`config.mk`:
```
export PLATFORM = sky130hd
export DESIGN_NAME = arbitro_divisor
export DESIGN_NICKNAME = d
export VERILOG_FILES = /design/src/rtl/arbitro_divisor.sv
export SDC_FILE = /design/constraint.sdc
export NUM_CORES = 1
export LEC_CHECK = 0
export ABC_AREA = 1
export CAP_MARGIN = 15
export CORE_ASPECT_RATIO = 0.6
export CORE_MARGIN = 2
export CORE_UTILIZATION = 48
export DETAILED_ROUTE_END_ITERATION = 8
export PLACE_DENSITY = 0.8
export SYNTH_ARGS = -nofsm -noshare
export SYNTH_HDL_FRONTEND = slang
export SYNTH_SLANG_ARGS = --single-unit
export TNS_END_PERCENT = 5
```
`constraint.sdc`:
```
create_clock -name clk -period 2.9 [get_ports clk]
set_clock_uncertainty 0.1 [all_clocks]
set_input_delay 0.29 -clock clk [delete_from_list [all_inputs] [get_ports clk]]
set_output_delay 0.29 -clock clk [all_outputs]
set_load 0.02 [all_outputs]
```
`src/rtl/arbitro_divisor.sv`:
```
// Round-robin arbiter/sequencer for the shared pipelined signed divider.
// Optional tag/done consistency check enabled by defining DIV_TAG_CHK_EN.
module arbitro_divisor #(
  parameter int AnchoDd  = 31,
  parameter int AnchoDv  = 15,
  parameter int AnchoQ   = 15,
  parameter int LATENCIA = 17,
  parameter int BUF_PROF = 2
) (
  input  logic             clk,
  input  logic             reset,
  input  logic             reqValid0,
  input  logic             reqValid1,
  output logic             reqReady0,
  output logic             reqReady1,
  input  logic [AnchoDd:0] dividend0,
  input  logic [AnchoDd:0] dividend1,
  input  logic [AnchoDv:0] divisor0,
  input  logic [AnchoDv:0] divisor1,
  output logic             respValid0,
  output logic             respValid1,
  input  logic             respReady0,
  input  logic             respReady1,
  output logic [AnchoQ:0]  respQuot0,
  output logic [AnchoQ:0]  respQuot1,
  output logic [AnchoQ:0]  respRem0,
  output logic [AnchoQ:0]  respRem1,
  output logic             respDivCero0,
  output logic             respDivCero1,
  output logic             pipeGo,
  output logic [AnchoDd:0] pipeDividend,
  output logic [AnchoDv:0] pipeDivisor,
  input  logic             pipeDone,
  input  logic [AnchoQ:0]  pipeQuot,
  input  logic [AnchoQ:0]  pipeRem,
  input  logic             pipeDivNoCero,
  output logic             errTag
);
  localparam int CW = $clog2(BUF_PROF + 1);
  localparam int PW = (BUF_PROF > 1) ? $clog2(BUF_PROF) : 1;
  localparam int DW = 2 * (AnchoQ + 1) + 1;

  logic [1:0]          reqValid, respReady;
  logic [1:0]          elig, grant, respValid, pop, wr;
  logic                rrPtr, pipeId;
  logic [LATENCIA-1:0] tagValid, tagId;
  logic                tailValid, tailId, wrEn;
  logic [DW-1:0]       wrData;
  logic [DW-1:0]       headData [2];

  function automatic logic [PW-1:0] nextPtr(input logic [PW-1:0] p);
    return (p == PW'(BUF_PROF - 1)) ? '0 : p + PW'(1);
  endfunction

  assign reqValid  = {reqValid1, reqValid0};
  assign respReady = {respReady1, respReady0};

  // rrPtr==0 gives requester 0 priority on a tie
  assign grant[0] = elig[0] && (!elig[1] || !rrPtr);
  assign grant[1] = elig[1] && (!elig[0] || rrPtr);
  assign reqReady0 = grant[0];
  assign reqReady1 = grant[1];

  always_ff @(posedge clk) begin
    if (!reset) begin
      pipeGo       <= 1'b0;
      pipeDividend <= '0;
      pipeDivisor  <= '0;
      pipeId       <= 1'b0;
      rrPtr        <= 1'b0;
    end else begin
      pipeGo <= |grant;
      if (grant[1]) begin
        pipeDividend <= dividend1;
        pipeDivisor  <= divisor1;
        pipeId       <= 1'b1;
      end else if (grant[0]) begin
        pipeDividend <= dividend0;
        pipeDivisor  <= divisor0;
        pipeId       <= 1'b0;
      end
      if (&elig) rrPtr <= ~rrPtr;
    end
  end

  always_ff @(posedge clk) begin
    if (!reset) begin
      tagValid <= '0;
      tagId    <= '0;
    end else begin
      tagValid[0] <= pipeGo;
      tagId[0]    <= pipeId;
      for (int i = 1; i < LATENCIA; i++) begin
        tagValid[i] <= tagValid[i-1];
        tagId[i]    <= tagId[i-1];
      end
    end
  end

  assign tailValid = tagValid[LATENCIA-1];
  assign tailId    = tagId[LATENCIA-1];
  assign wrEn      = pipeDone && tailValid;
  assign wr[0]     = wrEn && !tailId;
  assign wr[1]     = wrEn && tailId;
  assign wrData    = {pipeQuot, pipeRem, !pipeDivNoCero};

  for (genvar r = 0; r < 2; r++) begin : gResp
    logic [DW-1:0] mem [BUF_PROF];
    logic [PW-1:0] wrPtr, rdPtr;
    logic [CW-1:0] cnt, credit;

    assign elig[r]      = reqValid[r] && (credit != '0);
    assign respValid[r] = (cnt != '0);
    assign pop[r]       = respValid[r] && respReady[r];
    assign headData[r]  = respValid[r] ? mem[rdPtr] : '0;

    always_ff @(posedge clk) begin
      if (wr[r]) mem[wrPtr] <= wrData;
    end

    always_ff @(posedge clk) begin
      if (!reset) begin
        wrPtr  <= '0;
        rdPtr  <= '0;
        cnt    <= '0;
        credit <= CW'(BUF_PROF);
      end else begin
        if (wr[r])  wrPtr <= nextPtr(wrPtr);
        if (pop[r]) rdPtr <= nextPtr(rdPtr);
        unique case ({wr[r], pop[r]})
          2'b10:   cnt <= cnt + CW'(1);
          2'b01:   cnt <= cnt - CW'(1);
          default: cnt <= cnt;
        endcase
        // a credit is held from grant until its response is popped
        unique case ({grant[r], pop[r]})
          2'b10:   credit <= credit - CW'(1);
          2'b01:   credit <= credit + CW'(1);
          default: credit <= credit;
        endcase
      end
    end
  end

  assign respValid0 = respValid[0];
  assign respValid1 = respValid[1];
  assign {respQuot0, respRem0, respDivCero0} = headData[0];
  assign {respQuot1, respRem1, respDivCero1} = headData[1];

`ifdef DIV_TAG_CHK_EN
  always_ff @(posedge clk) begin
    if (!reset)                      errTag <= 1'b0;
    else if (pipeDone != tailValid) errTag <= 1'b1;
  end
`else
  assign errTag = 1'b0;
`endif

endmodule

```
==> reports/metrics.csv, run 1 <==
stage;metric;value;unit
worst_setup_path;Reg2Reg Depth;9;
die;Ports;256;
clock_network;TritonCTS clock tree;done;
yosys;Async SR Flop Fraction;0;
worst_setup_path;CP Class;flop to output port;
timing;Total Neg Setup Slack;0;ps
drt;Total Routed Length;22600;um
clock_network;clock insertion delay at the later pin of the skew report;480;ps
grt;Total GRT Usage;0.217;
finish;commonest non-fill, non-tap cell in the layout;nand2_1;
power_and_ir_drop;Leakage;5.48;nW
yosys;Seq/Total Area, Yosys;0.635;
clock_network;clock sink total;231;
grt;initial antenna violation count;1;
clock_network;clk buf depth;3;
clock_network;H-tree depth;1;
timing;Fmax achieved;0.379;GHz
worst_setup_path;Crit path depth;5;
timing;max_slew headroom;0.565;
drt;vias per cell;4.79;
die;DIE AREA;20700;um^2
die;std cell rows;39;
finish;nets@finish;1361;
timing;period utilisation layout;0.911;
clock_network;CTS Buf Count;21;
grt;gr ovfl total;0;
placement;routability cong.;0.825;
power_and_ir_drop;Power Density;563;nW/um^2
die;Die H;112;um
worst_setup_path;CP max-delay cell;clkdlybuf4s50_1;
yosys;synthesized cell area;9360;um^2
timing;post-layout min period;2640;ps
yosys;EDFF count, synth;132;
worst_hold_path;hold crit path type;flop to flop;
timing;Final setup viols;0;
clock_network;root buffer cell;clkbuf_16;
placement;IO buf count;254;
drt;router iterations before antenna repair;7;
yosys;synthesized instance count;979;
timing;measured slew at the worst slew-check pin;652;ps
run;Max Cap Viol;0;
drt;post-route DRC violation count;0;
timing;RSZ-0062 raised after global routing;no;
worst_setup_path;maximum fanout along the worst path;33;
worst_setup_path;crit path cell chain;inv_1 -> buf_4 -> nand2_1 -> a21oi_1 -> clkdlybuf4s50_1;
clock_network;number of post-CTS setup repair buffers;0;
worst_setup_path;Buf/Inv on CP;3;
drt;DR WL/cell;15.1;um
die;area of the core;19100;um^2
yosys;Post-synth top flop;edfxtp_1;
clock_network;cts hold-fix bufs;0;
grt;first-pass GRT wire length;35600;um
worst_setup_path;CP required;2510;ps
yosys;warnings from Yosys;0;
grt;vias in the first global route;6795;
power_and_ir_drop;worst vdd ir;0.348;mV
placement;post-detail-place hpwl;15100;um
worst_hold_path;hold path depth;2;
timing;endpoints failing hold;0;
die;Die X;184;um
status;status;finished clean;
clock_network;Post-CTS Resized;0;
grt;largest net degree at the start of global routing;51;
die;Initial Util;0.491;
finish;commonest cells after routing, fill and taps aside;278 x nand2_1, 254 x clkdlybuf4s50_1, 149 x inv_1;
worst_setup_path;Top delay family on crit path;buffers and inverters;
clock_network;Clock transition at path regs;70;ps
finish;area grow syn2layout;36.4;%
yosys;count of cell types in the netlist;29;
finish;Layout Utilization;0.669;
yosys;flop and latch count out of synthesis;231;
drt;Vias;7183;
finish;antenna cells;0;
worst_setup_path;WP data arrival;2250;ps
finish;share of cells above drive strength 1;0.0852;
drt;final antenna-violating net count;0;
worst_setup_path;Crit path largest cell delay;660;ps
worst_setup_path;endpoint class of the critical path;output port;
yosys;syn_nets;1119;
drt;1st-iter DRT viols;537;
yosys;Synth Area per Inst;9.56;um^2
worst_setup_path;Critical Path Start Type;flop;
timing;Max Transition Viols Final;0;
[flip-flops by register name, indices dropped and copies added, names as in the netlist, named ones only]
register	cells
gResp.mem	132
pipeDividend	32
tagId	17
tagValid	17
pipeDivisor	16
gResp.cnt	4
gResp.credit	4
gResp.rdPtr	2
gResp.wrPtr	2
pipeGo	1
pipeId	1
rrPtr	1
[power by group]
group	internal, W	switching [W]	leakage (nW)	total (W)
Combinational	0.000441	0.000494	3.16	0.000934
Sequential	0.00357	0.0000651	2.00	0.00363
Clock	0.00151	0.00112	0.322	0.00262
[path summary, 6_finish.rpt]
check | start | to | slack [ps]
setup reg to reg | gResp[0].cnt[0] | gResp[0].credit[1] | 910
hold reg to reg | tagId[10] | tagId[11] | 310
setup / recovery | flop | respRem0[8] | 260
hold / removal | tagId[10] | tagId[11] | 310
[routing by layer]
metal  GRT usage  wire [um]  up-vias
li1            -          -     3583
met1       0.297      10000     3338
met2       0.353      10600      214
met3      0.0490       1520       46
met4      0.0533        538        2
met5           0         13        -
[cell families (layout without fill, tap and decap cells)]
group / Yosys count / in the layout / share of synthesized area
DFF: 231 / 231 / 0.635
other: 1 / 1 / 0.000400
xor gates and xnor gates: 2 / 2 / 0.00187
AOI/OAI and AO/OA: 95 / 95 / 0.0534
adders and majority gates: 4 / 4 / 0.00534
and+or+nand+nor: 442 / 442 / 0.207
buffers and inverters: 204 / 458 / 0.0971
[worst reg2reg max path: cells and delay by family (launching register included)]
family,cells,cell delay (ps)
AOI/OAI and AO/OA,2,200
adders and majority gates,1,360
buffers and inverters,2,450
DFF,1,350
and+or+nand+nor,4,420
[area by class of cell]
| class | instances | area, um^2 |
|---|---|---|
| clock buffer | 26 | 546 |
| clock inverter | 9 | 92.6 |
| fill | 1458 | 6310 |
| inverter | 152 | 583 |
| multi-input combinational | 544 | 2540 |
| sequential | 231 | 5950 |
| tap | 266 | 333 |
| timing repair buffer | 271 | 2730 |
[cell usage after synthesis, types with 2 or more instances]
cell	number	area (um^2)
dfxtp_1	99	1980
inv_1	148	556
buf_1	5	18.8
ha_1	4	50.1
buf_6	4	45.0
nand2_1	278	1040
nor2_2	2	12.5
buf_12	3	60.1
nand2_4	3	33.8
buf_4	8	60.1
edfxtp_1	132	3960
o21ai_0	12	60.1
buf_2	18	90.1
nand2_2	41	257
xor2_1	2	17.5
clkbuf_1	14	52.6
nand3_1	98	490
inv_2	3	11.3
nor2_1	17	63.8
a21oi_1	79	395
[per-stage QoR]
step,setup WS [ps],total power [W],hold slack [ps],cells,cell area [um^2]
final,259,0.00719,315,1499,12800
after global placement,607,0.00462,292,1464,12100
after detailed placement,611,0.00464,300,1464,12100
after global routing,124,0.00746,320,1499,12800
after CTS,242,0.00725,316,1499,12800
after floorplan,450,0.00419,289,979,9360
No activity file was read; power rests on OpenSTA's default activity.
==> run 2, diff against run 1 <==
--- a/config.mk
+++ b/config.mk
@@ -7,7 +7,6 @@
 export LEC_CHECK = 0
 export ABC_AREA = 1
 export CAP_MARGIN = 15
-export CORE_ASPECT_RATIO = 0.6
 export CORE_MARGIN = 2
 export CORE_UTILIZATION = 48
 export DETAILED_ROUTE_END_ITERATION = 8
==> run 2 against run 1 <==
Against the previous run:
- via count is 0.19% higher
- die area shrank 0.18%
- non-clock buffer count stayed put
- clock power up 19%
- cell area increased by 1.2%
- wire length down 1.2%
- critical path depth down 1
- highest routed layer is now met4
==> reports/metrics.csv, run 2 (same netlist as run 1, synthesis figures left out) <==
stage;metric;value;unit;change
drt;Total Routed Length;22400;um;was 22600 um
finish;nets@finish;1364;;was 1361
timing;Final Hold Slack;303;ps;was 315 ps
placement;IO buf count;254;;unchanged
finish;leading registers by flop count;gResp.mem (132), pipeDividend (32);;unchanged
power_and_ir_drop;sw frac;0.231;;was 0.233
clock_network;Post-CTS Resized;0;;unchanged
timing;Total Neg Setup Slack;0;ps;unchanged
drt;1st-iter DRT viols;362;;was 537
finish;commonest non-fill, non-tap cell in the layout;nand2_1;;unchanged
timing;endpoints failing hold;0;;unchanged
worst_setup_path;endpoint class of the critical path;output port;;unchanged
die;Ports;256;;unchanged
die;DIE AREA;20600;um^2;was 20700 um^2
finish;area grow syn2layout;38.1;%;was 36.4%
power_and_ir_drop;sequential share of power;0.474;;was 0.505
worst_setup_path;CP required;2510;ps;about the same
power_and_ir_drop;worst vdd ir;0.478;mV;was 0.348 mV
timing;max_slew headroom;0.635;;was 0.565
grt;vias in the first global route;6919;;was 6795
clock_network;clock sink total;231;;unchanged
worst_setup_path;WP data arrival;2330;ps;was 2250 ps
power_and_ir_drop;Logic pwr share;0.121;;was 0.130
grt;gr ovfl total;0;;unchanged
power_and_ir_drop;Clock power frac;0.405;;was 0.365
timing;Setup WS post-layout;180;ps;was 259 ps
grt;Total GRT Usage;0.212;;was 0.217
worst_setup_path;Crit path largest cell delay;660;ps;about the same
clock_network;cts hold-fix bufs;0;;unchanged
clock_network;TritonCTS clock tree;done;;unchanged
placement;post-detail-place hpwl;14700;um;was 15100 um
timing;measured slew at the worst slew-check pin;547;ps;was 652 ps
clock_network;Clock transition at path regs;60;ps;was 70 ps
placement;Placed Area;12100;um^2;about the same
clock_network;CTS Buf Count;24;;was 21
worst_hold_path;hold crit path type;flop to flop;;unchanged
grt;initial antenna violation count;0;;was 1
drt;router iterations before antenna repair;5;;was 7
clock_network;root buffer cell;clkbuf_16;;unchanged
power_and_ir_drop;sw power;0.00177;W;was 0.00167 W
drt;DR WL/cell;14.8;um;was 15.1 um
drt;Vias;7197;;was 7183
timing;Final setup viols;0;;unchanged
finish;commonest cells after routing, fill and taps aside;278 x nand2_1, 254 x clkdlybuf4s50_1, 148 x inv_1;;was 278 x nand2_1, 254 x clkdlybuf4s50_1, 149 x inv_1
drt;post-route DRC violation count;0;;unchanged
worst_setup_path;Top delay family on crit path;buffers and inverters;;unchanged
power_and_ir_drop;P_int;0.00590;W;was 0.00552 W
die;Initial Util;0.486;;was 0.491
finish;max reg flops;132;;unchanged
status;status;finished clean;;unchanged
worst_setup_path;Buf/Inv on CP;2;;was 3
die;Die X;144;um;was 184 um
finish;Layout Utilization;0.671;;was 0.669
drt;final antenna-violating net count;0;;unchanged
clock_network;H-tree depth;1;;unchanged
die;area of the core;19300;um^2;was 19100 um^2
clock_network;clk buf depth;3;;unchanged
worst_setup_path;Critical Path Start Type;flop;;unchanged
finish;antenna cells;0;;unchanged
timing;Max Transition Viols Final;0;;unchanged
clock_network;clock insertion delay at the later pin of the skew report;500;ps;was 480 ps
grt;first-pass GRT wire length;34800;um;was 35600 um
die;Die H;144;um;was 112 um
worst_setup_path;CP max-delay cell;clkdlybuf4s50_1;;unchanged
placement;dpl ws;635;ps;was 611 ps
clock_network;number of post-CTS setup repair buffers;0;;unchanged
die;std cell rows;51;;was 39
drt;vias per cell;4.78;;was 4.79
worst_setup_path;maximum fanout along the worst path;29;;was 33
run;Max Cap Viol;0;;unchanged
power_and_ir_drop;Leakage;5.56;nW;was 5.48 nW
placement;routability cong.;0.762;;was 0.825
grt;largest net degree at the start of global routing;51;;unchanged
timing;post-layout min period;2720;ps;was 2640 ps
finish;fillers;1504;;was 1458
timing;RSZ-0062 raised after global routing;no;;unchanged
timing;period utilisation layout;0.938;;was 0.911
power_and_ir_drop;Power Density;593;nW/um^2;was 563 nW/um^2
finish;Multi-input gate area;2540;um^2;unchanged
finish;FF/Latch Area;5950;um^2;unchanged
finish;share of cells above drive strength 1;0.0942;;was 0.0852
timing;Fmax achieved;0.368;GHz;was 0.379 GHz
worst_setup_path;crit path cell chain;buf_4 -> nand2_1 -> a21oi_1 -> clkdlybuf4s50_1;;was inv_1 -> buf_4 -> nand2_1 -> a21oi_1 -> clkdlybuf4s50_1
worst_setup_path;CP Class;flop to output port;;unchanged
finish;fin area;12900;um^2;was 12800 um^2
finish;top register by number of flip-flops;gResp.mem;;unchanged
-- run 2: changes by cell type in the layout (fill, tap and decap cells not counted), moves of 2 or more --
cell       change
buf_12         -2
clkbuf_16      +6
buf_4          +2
clkbuf_8       +4
-- run 2: worst reg2reg max path: cells and delay by family, from the launching register on --
family | cells | cell delay (ps)
buffers and inverters | 1 | 250
flip-flops | 1 | 320
AND/OR/NAND/NOR | 2 | 770
-- run 2: per-stage QoR --
stage,std cells,total power [W]
global placement,1463,0.00461
finish,1507,0.00767
CTS,1507,0.00774
detailed placement,1463,0.00463
global route,1507,0.00796
floorplan,979,0.00419
-- run 2: path summary, 6_finish.rpt --
| check | slack, ps | from | depth (start not counted) | endpoint |
|---|---|---|---|---|
| setup reg to reg | 1150 | tagId[16] | 3 | gResp[0].mem[1][5] |
| hold / removal | 300 | tagValid[4] | 2 | tagValid[5] |
| hold reg to reg | 300 | tagValid[4] | 2 | tagValid[5] |
| setup / recovery | 180 | flop | 4 | respRem0[11] |
-- run 2: layer usage --
layer / routed length (um) / up-vias / track usage
met2: 11000 / 275 / 0.367
met4: 469 / 0 / 0.0542
met1: 8800 / 3306 / 0.262
met3: 2050 / 33 / 0.0596
met5: 0 / - / 0
li1: - / 3583 / -
-- run 2: power groups by stage --
| stage | logic [W] | clock network [W] | registers, W |
|---|---|---|---|
| final | 0.000928 | 0.00311 | 0.00363 |
| after global routing | 0.00101 | 0.00331 | 0.00365 |
| after floorplan | 0.000374 | 0 | 0.00381 |
| after CTS | 0.000934 | 0.00317 | 0.00363 |
| after detailed placement | 0.000929 | 0 | 0.00370 |
| after global placement | 0.000916 | 0 | 0.00370 |
-- run 2: cell type report --
type                       count  area share
sequential                   231       0.460
timing repair buffer         271       0.209
multi-input combinational    544       0.196
clock buffer                  37      0.0587
inverter                     152      0.0451
tap                          265      0.0256
clock inverter                 7     0.00484
